$ cat src/rtl/seq_divider_if.sv
// Request/response bundle between the execute-stage ALU (master) and the
// iterative divider (slave).
interface seq_divider_if #(
  parameter int WIDTH = 64
);
  logic             valid;
  logic             is_signed;
  logic [WIDTH-1:0] a;
  logic [WIDTH-1:0] b;
  logic             data_ok;
  logic [WIDTH-1:0] quot;
  logic [WIDTH-1:0] rem;
  logic             busy;

  modport master (
    output valid, is_signed, a, b,
    input  data_ok, quot, rem, busy
  );

  modport slave (
    input  valid, is_signed, a, b,
    output data_ok, quot, rem, busy
  );
endinterface

$ cat src/rtl/seq_divider.sv
// Radix-2 restoring divider, one quotient bit per clock, signed or unsigned.
// Responds to a held valid with a single-cycle data_ok carrying quot/rem.
//
// state | meaning
// IDLE  | waiting for valid; latches operand magnitudes and signs
// BUSY  | iterating, one quotient bit per edge, MSB first
// DONE  | data_ok high for one cycle, then back to IDLE
module seq_divider #(
  parameter  int WIDTH = 64,
  localparam int CNT_W = $clog2(WIDTH)
) (
  input logic          clk,
  input logic          resetn,
  seq_divider_if.slave bus
);
  typedef enum logic [1:0] {IDLE, BUSY, DONE} state_t;

  state_t           state;
  logic [CNT_W-1:0] cnt;
  logic [WIDTH-1:0] divisor;
  logic [WIDTH-1:0] dividend;
  logic [WIDTH:0]   rem_p;
  logic             sign_q;
  logic             sign_r;
  logic [WIDTH-1:0] quot_r;
  logic [WIDTH-1:0] rem_r;
  logic             data_ok_r;
  logic             busy_r;

  logic [WIDTH-1:0] a_mag;
  logic [WIDTH-1:0] b_mag;
  logic [WIDTH+1:0] shifted;
  logic [WIDTH+1:0] sub;
  logic             ge;
  logic [WIDTH:0]   rem_next;
  logic [WIDTH-1:0] q_next;
  logic [WIDTH-1:0] quot_fin;
  logic [WIDTH-1:0] rem_fin;

  // Borrow out of the widened subtract doubles as the restore decision.
  always_comb begin
    a_mag    = (bus.is_signed && bus.a[WIDTH-1]) ? -bus.a : bus.a;
    b_mag    = (bus.is_signed && bus.b[WIDTH-1]) ? -bus.b : bus.b;
    shifted  = {rem_p, dividend[WIDTH-1]};
    sub      = shifted - {2'b00, divisor};
    ge       = ~sub[WIDTH+1];
    rem_next = ge ? sub[WIDTH:0] : shifted[WIDTH:0];
    q_next   = {dividend[WIDTH-2:0], ge};
    quot_fin = sign_q ? -q_next : q_next;
    rem_fin  = sign_r ? -rem_next[WIDTH-1:0] : rem_next[WIDTH-1:0];
  end

  always_ff @(posedge clk or negedge resetn) begin
    if (!resetn) begin
      state     <= IDLE;
      cnt       <= '0;
      divisor   <= '0;
      dividend  <= '0;
      rem_p     <= '0;
      sign_q    <= 1'b0;
      sign_r    <= 1'b0;
      quot_r    <= '0;
      rem_r     <= '0;
      data_ok_r <= 1'b0;
      busy_r    <= 1'b0;
    end else begin
      case (state)
        IDLE: begin
          data_ok_r <= 1'b0;
          if (bus.valid) begin
            divisor  <= b_mag;
            dividend <= a_mag;
            rem_p    <= '0;
            cnt      <= '0;
            sign_q   <= bus.is_signed & (bus.a[WIDTH-1] ^ bus.b[WIDTH-1]);
            sign_r   <= bus.is_signed & bus.a[WIDTH-1];
            if (bus.b == '0) begin
              quot_r    <= '1;
              rem_r     <= bus.a;
              data_ok_r <= 1'b1;
              state     <= DONE;
            end else begin
              busy_r <= 1'b1;
              state  <= BUSY;
            end
          end
        end
        BUSY: begin
          if (!bus.valid) begin
            busy_r <= 1'b0;
            state  <= IDLE;
          end else begin
            dividend <= q_next;
            rem_p    <= rem_next;
            if (cnt == CNT_W'(WIDTH - 1)) begin
              quot_r    <= quot_fin;
              rem_r     <= rem_fin;
              busy_r    <= 1'b0;
              data_ok_r <= 1'b1;
              state     <= DONE;
            end else begin
              cnt <= cnt + 1'b1;
            end
          end
        end
        DONE: begin
          data_ok_r <= 1'b0;
          state     <= IDLE;
        end
        default: begin
          data_ok_r <= 1'b0;
          busy_r    <= 1'b0;
          state     <= IDLE;
        end
      endcase
    end
  end

  assign bus.data_ok = data_ok_r;
  assign bus.busy    = busy_r;
  assign bus.quot    = quot_r;
  assign bus.rem     = rem_r;
endmodule

$ cat src/flat_wrapper.sv
// flat-port wrapper written by rule: the top's interface ports become plain ports
module seq_divider_flat 
#(
  parameter  int WIDTH = 64,
  localparam int CNT_W = $clog2(WIDTH)
)
  (clk, resetn, bus_valid, bus_is_signed, bus_a, bus_b, bus_data_ok, bus_quot, bus_rem, bus_busy);
  seq_divider_if #(.WIDTH(WIDTH)) bus_i ();
  input logic clk;
  input logic resetn;
  input wire logic [$bits(bus_i.valid)-1:0] bus_valid;
  input wire logic [$bits(bus_i.is_signed)-1:0] bus_is_signed;
  input wire logic [$bits(bus_i.a)-1:0] bus_a;
  input wire logic [$bits(bus_i.b)-1:0] bus_b;
  output wire logic [$bits(bus_i.data_ok)-1:0] bus_data_ok;
  output wire logic [$bits(bus_i.quot)-1:0] bus_quot;
  output wire logic [$bits(bus_i.rem)-1:0] bus_rem;
  output wire logic [$bits(bus_i.busy)-1:0] bus_busy;
  assign bus_i.valid = bus_valid;
  assign bus_i.is_signed = bus_is_signed;
  assign bus_i.a = bus_a;
  assign bus_i.b = bus_b;
  assign bus_data_ok = bus_i.data_ok;
  assign bus_quot = bus_i.quot;
  assign bus_rem = bus_i.rem;
  assign bus_busy = bus_i.busy;
  seq_divider #(.WIDTH(WIDTH)) u_core (.clk(clk), .resetn(resetn), .bus(bus_i));
endmodule
$ cat config.mk
export PLATFORM = sky130hd
export DESIGN_NAME = seq_divider_flat
export DESIGN_NICKNAME = d
export VERILOG_FILES = /design/src/rtl/seq_divider_if.sv /design/src/rtl/seq_divider.sv /design/src/flat_wrapper.sv
export SDC_FILE = /design/constraint.sdc
export NUM_CORES = 1
export LEC_CHECK = 0
export CAP_MARGIN = 15
export CELL_PAD_IN_SITES_DETAIL_PLACEMENT = 0
export CELL_PAD_IN_SITES_GLOBAL_PLACEMENT = 1
export CORE_ASPECT_RATIO = 1.5
export CORE_MARGIN = 5
export CORE_UTILIZATION = 52
export CTS_CLUSTER_SIZE = 25
export DETAILED_ROUTE_END_ITERATION = 8
export DONT_BUFFER_PORTS = 1
export MAX_ROUTING_LAYER = met4
export PLACE_DENSITY = 0.94
export SKIP_CTS_REPAIR_TIMING = 1
export SYNTH_ARGS = -nofsm -noshare
export SYNTH_HDL_FRONTEND = slang
export SYNTH_SLANG_ARGS = --single-unit
$ cat constraint.sdc
create_clock -name clk -period 10.64 [get_ports clk]
set_input_delay 0 -clock clk [delete_from_list [all_inputs] [get_ports clk]]
set_output_delay 0 -clock clk [all_outputs]
set_load 0.05 [all_outputs]
Word level (Yosys, flattened, before mapping) --
Index checks and enable logic that the tools add are counted. W data, S select, Z words.
Cells by class: multipliers 0, eq/ne operators 10, reductions and logical operators 12, shift-type cells 0, order comparisons 0, div/mod/pow operators 0, multiplexer cells 40, add/sub/neg operators 6, bitwise gates (word level) 5
Operator list (count):
- $mux W64 | 14
- $pmux W64 S2 | 3
- $neg A64 Y64 | 4
- $mux W65 | 3
- $pmux W65 S2 | 1
- $sub A66 B64 Y66 | 1
- $logic_not A64 Y1 | 1
- $mux W6 | 3
- $pmux W6 S2 | 1
- $mux W1 | 8
- $mux W2 | 4
- $ne A2 B2 Y1 const B | 4
- $reduce_and A4 Y1 | 2
- $add A6 B1 Y6 const B | 1
- $eq A6 B6 Y1 const B | 1
- $reduce_and A2 Y1 | 3
- $reduce_and A5 Y1 | 1
- $ne A2 B1 Y1 const B | 2
- $pmux W2 S2 | 1
- $ne A3 B2 Y1 const B | 1
- $pmux W1 S3 | 1
- $reduce_and A3 Y1 | 1
- $and A1 B1 Y1 | 2
- $eq A2 B1 Y1 const B | 1
- other kinds (7) | 9
Word-level totals: memories 0, logic and storage cells 84, bits in registers 333, ROM bits 0, bits of input ports 132, memory bits (writable) 0, bits in latches 0

Longest topological paths before layout --
Gate-level depths: netlist of run 1.
word-level depth 7, gate-level depth with buffers 28, mapped depth without buffers 22

Least setup slack after synthesis of run 1 --
No wires, ideal clock.
path type register to register, start point register u_core.rem_p[23], end point register u_core.rem_r[54], in the netlist u_core.bus.rem[54], data arrival time 6.110 ns, required time 10.502 ns, stages on the path, launching flop included 28, period minus slack after synthesis 6.248 ns, path buffers 6, setup slack 4.392 ns, cells stage by stage dfrtp_1 -> ha_1 -> clkbuf_1 -> a21oi_1 -> o21ai_1 -> a221oi_2 -> o21bai_1 -> o211ai_1 -> a211oi_2 -> inv_2 -> buf_2 -> buf_4 -> clkbuf_1 -> buf_1 -> clkbuf_1 -> nor2_1 -> a21oi_1 -> ha_1 -> or4b_1 -> or3_1 -> nand2b_1 -> nor3_1 -> nand3_1 -> o31ai_1 -> nand3_1 -> o41ai_1 -> xor2_1 -> o22ai_1
Between the ends: cells in the longest elaborated chain, start to end 7
RTL lines:
- start, declared | RTL line seq_divider.sv:22 | logic [WIDTH:0] rem_p;
- start signal, assigned | RTL line seq_divider.sv:94 | rem_p <= rem_next;
- $sub A66 B64 Y66 | RTL line seq_divider.sv:45 | sub = shifted - {2'b00, divisor};
- $mux W65 * | RTL line seq_divider.sv:47 | rem_next = ge ? sub[WIDTH:0] : shifted[WIDTH:0];
- $neg A64 Y64 | RTL line seq_divider.sv:50 | rem_fin = sign_r ? -rem_next[WIDTH-1:0] : rem_next[WIDTH-1:0];
- $mux W64 * | RTL line seq_divider.sv:50
- $mux W64 * | RTL line seq_divider.sv:95 | if (cnt == CNT_W'(WIDTH - 1)) begin
- $mux W64 * | RTL line seq_divider.sv:89 | if (!bus.valid) begin
- $pmux W64 S2 * | RTL line seq_divider.sv:67 | case (state)
- end signal, assigned | RTL line seq_divider.sv:79 | rem_r <= bus.a;
- end signal, assigned | RTL line seq_divider.sv:97 | rem_r <= rem_fin;
- end, declared | RTL line seq_divider.sv:26 | logic [WIDTH-1:0] rem_r;
Every way passes the cells marked *; elsewhere a longest branch is shown, timed or not. The select of a mux whose other input is x is not followed. A chain may end at the register's enable or synchronous reset.

Worst setup path after layout of run 1 --
start point register u_core.rem_p[17], end point register u_core.rem_r[48], in the netlist u_core.bus.rem[48]
Same word-level chain as after synthesis.

==> results.txt, run 1 <==
Top cells by count, synth: 417 x nand2_1, 352 x nor2_1, 349 x o21ai_0
Area of the core: 49420 um^2
Critical Path Start Type: flop
Status: complete, but fails checks
Fillers: 4557
Dpl cell area: 26150 um^2
Final setup fails: 0
Internal power: 4.045 mW
Post-route design area: 29100 um^2
Post-place setup slack: 3001 ps
Cell Rows: 100
Clock share of power: 0.157
Max-cap violations: 0
Top cells by area, synth: dfrtp_1 32%, o21ai_0 6.8%, a21oi_1 6.7%
Syn nets: 3563
Crit Path Category: flop to flop
Buffers on Ports: 0
CTS root buffer: clkbuf_16
Total number of H-tree levels: 2
Final min period: 7854 ps
Net switching share of the total power: 0.5344
Failing checks: hold timing, slew limit
Global-route wire length before repair: 146200 um
Sequential area share after synthesis: 0.3228
Number of global-route vias before repair: 24282
Post-route ant nets: 0
Clock buffer depth: 3
Initial antenna violation count: 1
Warnings from Yosys: 0
WL/cell: 24.52 um
Peak Freq: 0.1273 GHz
RSZ-0062 raised after global routing: no
Critical path fanouts, max: 62
Largest net degree at the start of global routing: 334
Pre-Repair DR Iteration Count: 8
Most common cell in the netlist: nand2_1
Gate power share: 0.632
CTS Sinks: 333
Worst-Skew Late Latency: 570 ps
Slew @ Worst Pin: 2007 ps
Final hold vios: 30
Crit path capture type: flop
Net Switching: 4.642 mW
Synth top area share: 0.3228
IO Pins: 262
Post-DR vias/cell: 6.488
PD cells: 298.6 nW/um^2
Vias: 26530
Total track usage: 0.3541
Setup tns final: 0 ps
Peak supply drop: 0.0001758 V
Worst path required time: 11040 ps
RD Place Congestion: 0.9931
CTS tree: built
Initial core utilization: 0.5223
Post-synthesis area per instance: 7.680 um^2
Routed WL: 100300 um
Final net count: 3602
Area growth, synth to finish: 12.72%
Library cells used by synthesis: 84
Pwr Total: 8.687 mW
Final Slew Violations: 333
Setup slack after layout: 2786 ps
Die footprint: 54290 um^2
Flop pwr share: 0.210
Share of cells above drive strength 1: 0.04292
Width of the die: 191.9 um
Post-synth top area cell: dfrtp_1
Min-Delay Path Class: primary input to flop
Synth Register Bits: 333
EDFF count, synth: 0
Global route total overflow: 0
Max-slew headroom: -0.3377
Leak pwr: 11.91 nW
Initial DRC Count: 2317
DP Wirelength: 74050 um
Skew final: 24.49 ps
Data arrival time of the critical path: 8250 ps
Synth Instances: 3361
Fin crit share: 0.7382
Die H: 282.9 um
Clk slew on worst S/H paths: 60 ps
Mapped Area: 25810 um^2
CTS buffer count: 37
Synth async-reset ratio: 1.000
Synth Flop Type: dfrtp_1
DRC viols: 0
Final hold slack: -86.09 ps
power groups by stage:
| stage | Combinational [mW] | Clock [mW] | Sequential, mW |
|---|---|---|---|
| floorplan | 3.70 | 0 | 1.72 |
| global placement | 5.22 | 0 | 1.82 |
| detailed placement | 5.24 | 0 | 1.84 |
| CTS | 5.26 | 1.38 | 1.81 |
| global route | 5.90 | 1.42 | 1.85 |
| finish | 5.49 | 1.37 | 1.83 |
sequential cells by signal (all words and copies together), names as in the netlist, 2 cells and up:
register         cells
u_core.divisor      64
u_core.rem_p        65
u_core.cnt           6
u_core.bus.rem      64
u_core.dividend     64
u_core.state         2
u_core.bus.quot     64
layout by cell type (no fill, tap or decap), types with 9 or more instances in the layout:
cell type      Yosys  final
and3_1            37     37
o31ai_1           49     49
nor2b_1           16     15
clkbuf_16          0     37
nand3_1           52     52
a22o_1            14     14
or4_1             36     36
nand2b_1          22     19
a211oi_1          30     30
o22ai_1           14     14
or3_1             50     50
a41oi_1            9      9
o211ai_1          20     20
a31oi_1           56     56
ha_1              69     69
mux2i_1           58     58
buf_4              4     36
nand2_1          417    415
dfrtp_1          333    331
nor2_1           352    350
a21o_1            29     29
xnor2_1          124    124
a21oi_1          348    348
xor2_1           135    135
a221oi_1          14     14
nand4_1           48     48
o21ai_0          349    349
dlygate4sd3_1      0    166
nor4_1            41     40
o41ai_1           33     33
o21a_1            27     27
and2_1            17     18
inv_1            103    102
and4_1            12     12
nor3_1            97     97
area by class of cell:
| cell class | count | area, um^2 | share of cell area |
|---|---|---|---|
| Multi-Input combinational cell | 2720 | 16320 | 0.5608 |
| Sequential cell | 333 | 8335 | 0.2865 |
| Timing Repair Buffer | 204 | 1979 | 0.06803 |
| Clock buffer | 51 | 1059 | 0.03638 |
| Tap cell | 663 | 829.5 | 0.02851 |
| Inverter | 104 | 392.9 | 0.01350 |
| Clock inverter | 13 | 181.4 | 0.006235 |
| Antenna cell | 1 | 2.502 | 0.00008600 |
worst paths after layout:
| check | startpoint | to | slack, ps | cells after the start |
|---|---|---|---|---|
| max in group asynchronous | resetn | u_core.sign_q | 8690 | 2 |
| min in group asynchronous | resetn | u_core.divisor[9] | 190 | 2 |
| min reg2reg | u_core.divisor[13] | u_core.divisor[13] | 480 | 2 |
| max | u_core.rem_p[17] | u_core.bus.rem[48] | 2790 | 21 |
| max reg2reg | u_core.rem_p[17] | u_core.bus.rem[48] | 2790 | 21 |
| min | bus_a[34] | u_core.dividend[35] | -90 | 5 |
routing by layer:
| layer | vias to the layer above | share of wire | routed length (um) | GRT usage |
|---|---|---|---|---|
| met5 | - | 0 | 0 | - |
| met4 | 0 | 0.051 | 5127 | 0.1491 |
| met3 | 303 | 0.074 | 7375 | 0.05476 |
| met2 | 1232 | 0.49 | 49010 | 0.5937 |
| met1 | 12757 | 0.39 | 38740 | 0.4251 |
| li1 | 12238 | - | - | - |
logic make-up (layout without fill, tap and decap cells):
family,Yosys count,in the layout,synth area share
compound gates,1084,1084,0.2560
xor+xnor,259,259,0.08788
fa+ha+maj,70,70,0.03422
buf+inv,308,372,0.04721
flops,333,333,0.3228
mux,66,66,0.02598
other cells,0,1,0
simple gates,1241,1241,0.2259
metrics by stage:
step | utilization | instances
final | 0.5887 | 4089
after global routing | 0.5887 | 4089
after detailed placement | 0.5290 | 3856
after CTS | 0.5541 | 3920
after floorplan | - | 3361
after global placement | 0.5290 | 3856
critical path, cell delays in order, from the launching register on:
cell,delay (ps)
dfrtp_1,480
ha_1,530
a21oi_1,150
o21ai_0,450
a221oi_2,150
o21bai_1,500
o211ai_1,260
a211oi_4,250
buf_4,630
inv_2,550
mux2i_1,410
ha_1,290
or4b_1,510
or3_1,370
nand2b_1,180
nor3_1,320
nand4_1,140
o41ai_1,200
nand3_1,520
o41ai_2,460
xnor2_1,170
o22ai_1,100
Note: power is estimated with default switching activity, not from simulation.
==> inputs of run 2 (changes only) <==
Settings changed: CORE_UTILIZATION 52 to 49, PLACE_DENSITY 0.94 to 0.89.
Clock period 10.64 ns to 7.4 ns, I/O delays scaled along.
==> run 2 against run 1 <==
Effect of this change:
- highest routed layer unchanged
- sequential cell count stayed put
- utilization is 3.2 points lower
- sequential power is 45% higher
- clock power is 42% higher
- count of clock-buffer cells in the layout is 8 lower
- routed wire length is 1.4% higher
- the flow finishes with violations (hold timing)
- cell count is 0.83% higher
==> results.txt, run 2 (synthesis results as in run 1) <==
Final hold slack: -858.7 ps (-772.6 ps)
Peak Freq: 0.1439 GHz (+13%)
Initial core utilization: 0.4921 (-0.03016)
Global-route wire length before repair: 147100 um (+0.61%)
Most common cell after layout, fill and taps aside: nand2_1
Pwr Total: 12.48 mW (+44%)
Area growth, synth to finish: 13.17%
Cell Rows: 103 (+3.0%)
Total track usage: 0.3346 (-0.01956)
Largest net degree at the start of global routing: 334 (unchanged)
Number of global-route vias before repair: 24331 (+0.20%)
Worst-Skew Late Latency: 580 ps (about the same)
Fillers: 4851 (+6.5%)
Clk slew on worst S/H paths: 70 ps (about the same)
Critical Path Start Type: flop
Post-place setup slack: 514.2 ps (-2487 ps)
Buffers on Ports: 0 (unchanged)
Die footprint: 57470 um^2 (+5.9%)
Leak pwr: 11.96 nW (+0.47%)
Crit Path Category: flop to flop
DP Wirelength: 75250 um (+1.6%)
Worst path required time: 7800 ps (-3240 ps)
Critical path fanouts, max: 33 (-47%)
Final min period: 6951 ps (-902.7 ps)
Final net count: 3619 (+0.47%)
Pre-Repair DR Iteration Count: 7 (-1)
CTS tree: built
Data arrival time of the critical path: 7350 ps (-900 ps)
Status: complete, but fails checks
Share of cells above drive strength 1: 0.04564 (+0.002720)
RD Place Congestion: 1.025 (+3.2%)
Initial antenna violation count: 0 (-1)
Min-Delay Path Class: primary input to asynchronous set/reset pin
Crit path capture type: flop
Max-cap violations: 0 (unchanged)
Slew @ Worst Pin: 1314 ps (-692.1 ps)
Post-DR vias/cell: 6.404 (-1.3%)
Routed WL: 101700 um (+1.4%)
Vias: 26405 (-0.47%)
IO Pins: 262 (unchanged)
Post-route ant nets: 0 (unchanged)
CTS root buffer: clkbuf_16
Skew final: 31.44 ps (+6.945 ps)
RSZ-0062 raised after global routing: no
Peak supply drop: 0.0003168 V (+80%)
Reg with most FFs: u_core.rem_p
WL/cell: 24.66 um (+0.57%)
DRC viols: 0 (unchanged)
PD cells: 427.1 nW/um^2 (+43%)
Total number of H-tree levels: 2 (unchanged)
Global route total overflow: 0 (unchanged)
CTS Sinks: 333 (unchanged)
Final hold vios: 352 (+1100%)
Die H: 291.1 um (+2.9%)
Fin crit share: 0.9394 (+0.2012)
Placed cell count: 3887 (+0.80%)
Max FFs per register: 65 (unchanged)
Most frequent cells in the layout: 414 x nand2_1, 350 x nor2_1, 349 x o21ai_0
Width of the die: 197.4 um (+2.9%)
Setup tns final: 0 ps (unchanged)
Post-Layout Cell Count: 4123 (+0.83%)
Area of the core: 52450 um^2 (+6.1%)
Max-slew headroom: 0.1011 (+0.4388)
Clock buffer depth: 3 (unchanged)
Initial DRC Count: 2433 (+5.0%)
Final setup fails: 0 (unchanged)
CTS buffer count: 36 (-2.7%)
Failing checks: hold timing
Setup slack after layout: 448.5 ps (-2337 ps)
Final Slew Violations: 0 (-100%)
==> run 2: changes by cell type in the layout (fill, tap and decap cells not counted), moves of 2 or more <==
cell / before / now
buf_4: 36 / 48
dlygate4sd3_1: 166 / 174
clkbuf_8: 8 / 4
clkbuf_1: 6 / 3
clkinv_2: 4 / 6
==> run 2: final timing paths <==
| kind | startpoint | to | slack [ps] | depth (start not counted) |
|---|---|---|---|---|
| setup / recovery | u_core.rem_p[58] | u_core.bus.rem[54] | 450 | 24 |
| hold / removal | resetn | u_core.divisor[13] | -860 | 0 |
| setup reg to reg | u_core.rem_p[58] | u_core.bus.rem[54] | 450 | 24 |
| hold reg to reg | u_core.divisor[39] | u_core.divisor[39] | 480 | 2 |
| max in group asynchronous | resetn | u_core.sign_q | 7500 | 0 |
| min in group clk | bus_a[29] | u_core.dividend[31] | -90 | 6 |
==> run 2: worst max-delay path: stages, from the launching register on <==
cell	delay, ps
dfrtp_1	550
ha_1	570
nand4_1	230
nor4_1	830
buf_4	260
inv_1	40
a31oi_1	210
o21a_1	230
a211oi_4	60
inv_2	100
buf_4	390
nor2_1	80
a21oi_1	180
ha_1	260
or4b_1	510
or3_1	390
nand2b_1	170
nor3_1	180
buf_4	160
nand3_1	90
o31ai_1	250
nand3_1	290
o41ai_1	480
xor2_1	180
o22ai_1	90
==> run 2: metal layers <==
metal | wire [um] | track usage | vias to the layer above
met3 | 7081 | 0.04990 | 333
met1 | 39220 | 0.3987 | 12584
li1 | - | - | 12286
met5 | 0 | - | -
met4 | 6117 | 0.1628 | 0
met2 | 49250 | 0.5522 | 1202
==> run 2: through the flow <==
stage / utilization / instance area, um^2 / hold slack (ps)
5_1_grt: 0.5569 / 29210 / -876.4
4_1_cts: 0.5237 / 27470 / -874.8
6_report: 0.5570 / 29210 / -858.7
3_5_place_dp: 0.5006 / 26260 / -287.8
3_3_place_gp: 0.5006 / 26260 / -286.2
2_1_floorplan: - / 25810 / -295.6
==> run 2: final cells by class <==
type	count	area [um^2]	area share
inverter	104	392.9	0.01345
timing repair buffer	222	2102	0.07195
clock inverter	18	247.7	0.008480
antenna	1	2.502	0.00008566
tap	682	853.3	0.02921
clock buffer	43	967.2	0.03311
sequential	333	8335	0.2853
multi-input combinational	2720	16310	0.5584
==> run 2: power by group <==
part           leakage, nW  switching [mW]  internal (mW)
sequential            4.18           0.549           2.10
clock                0.592           0.828           1.11
combinational         7.19            5.28           2.61
total                 12.0            6.65           5.83
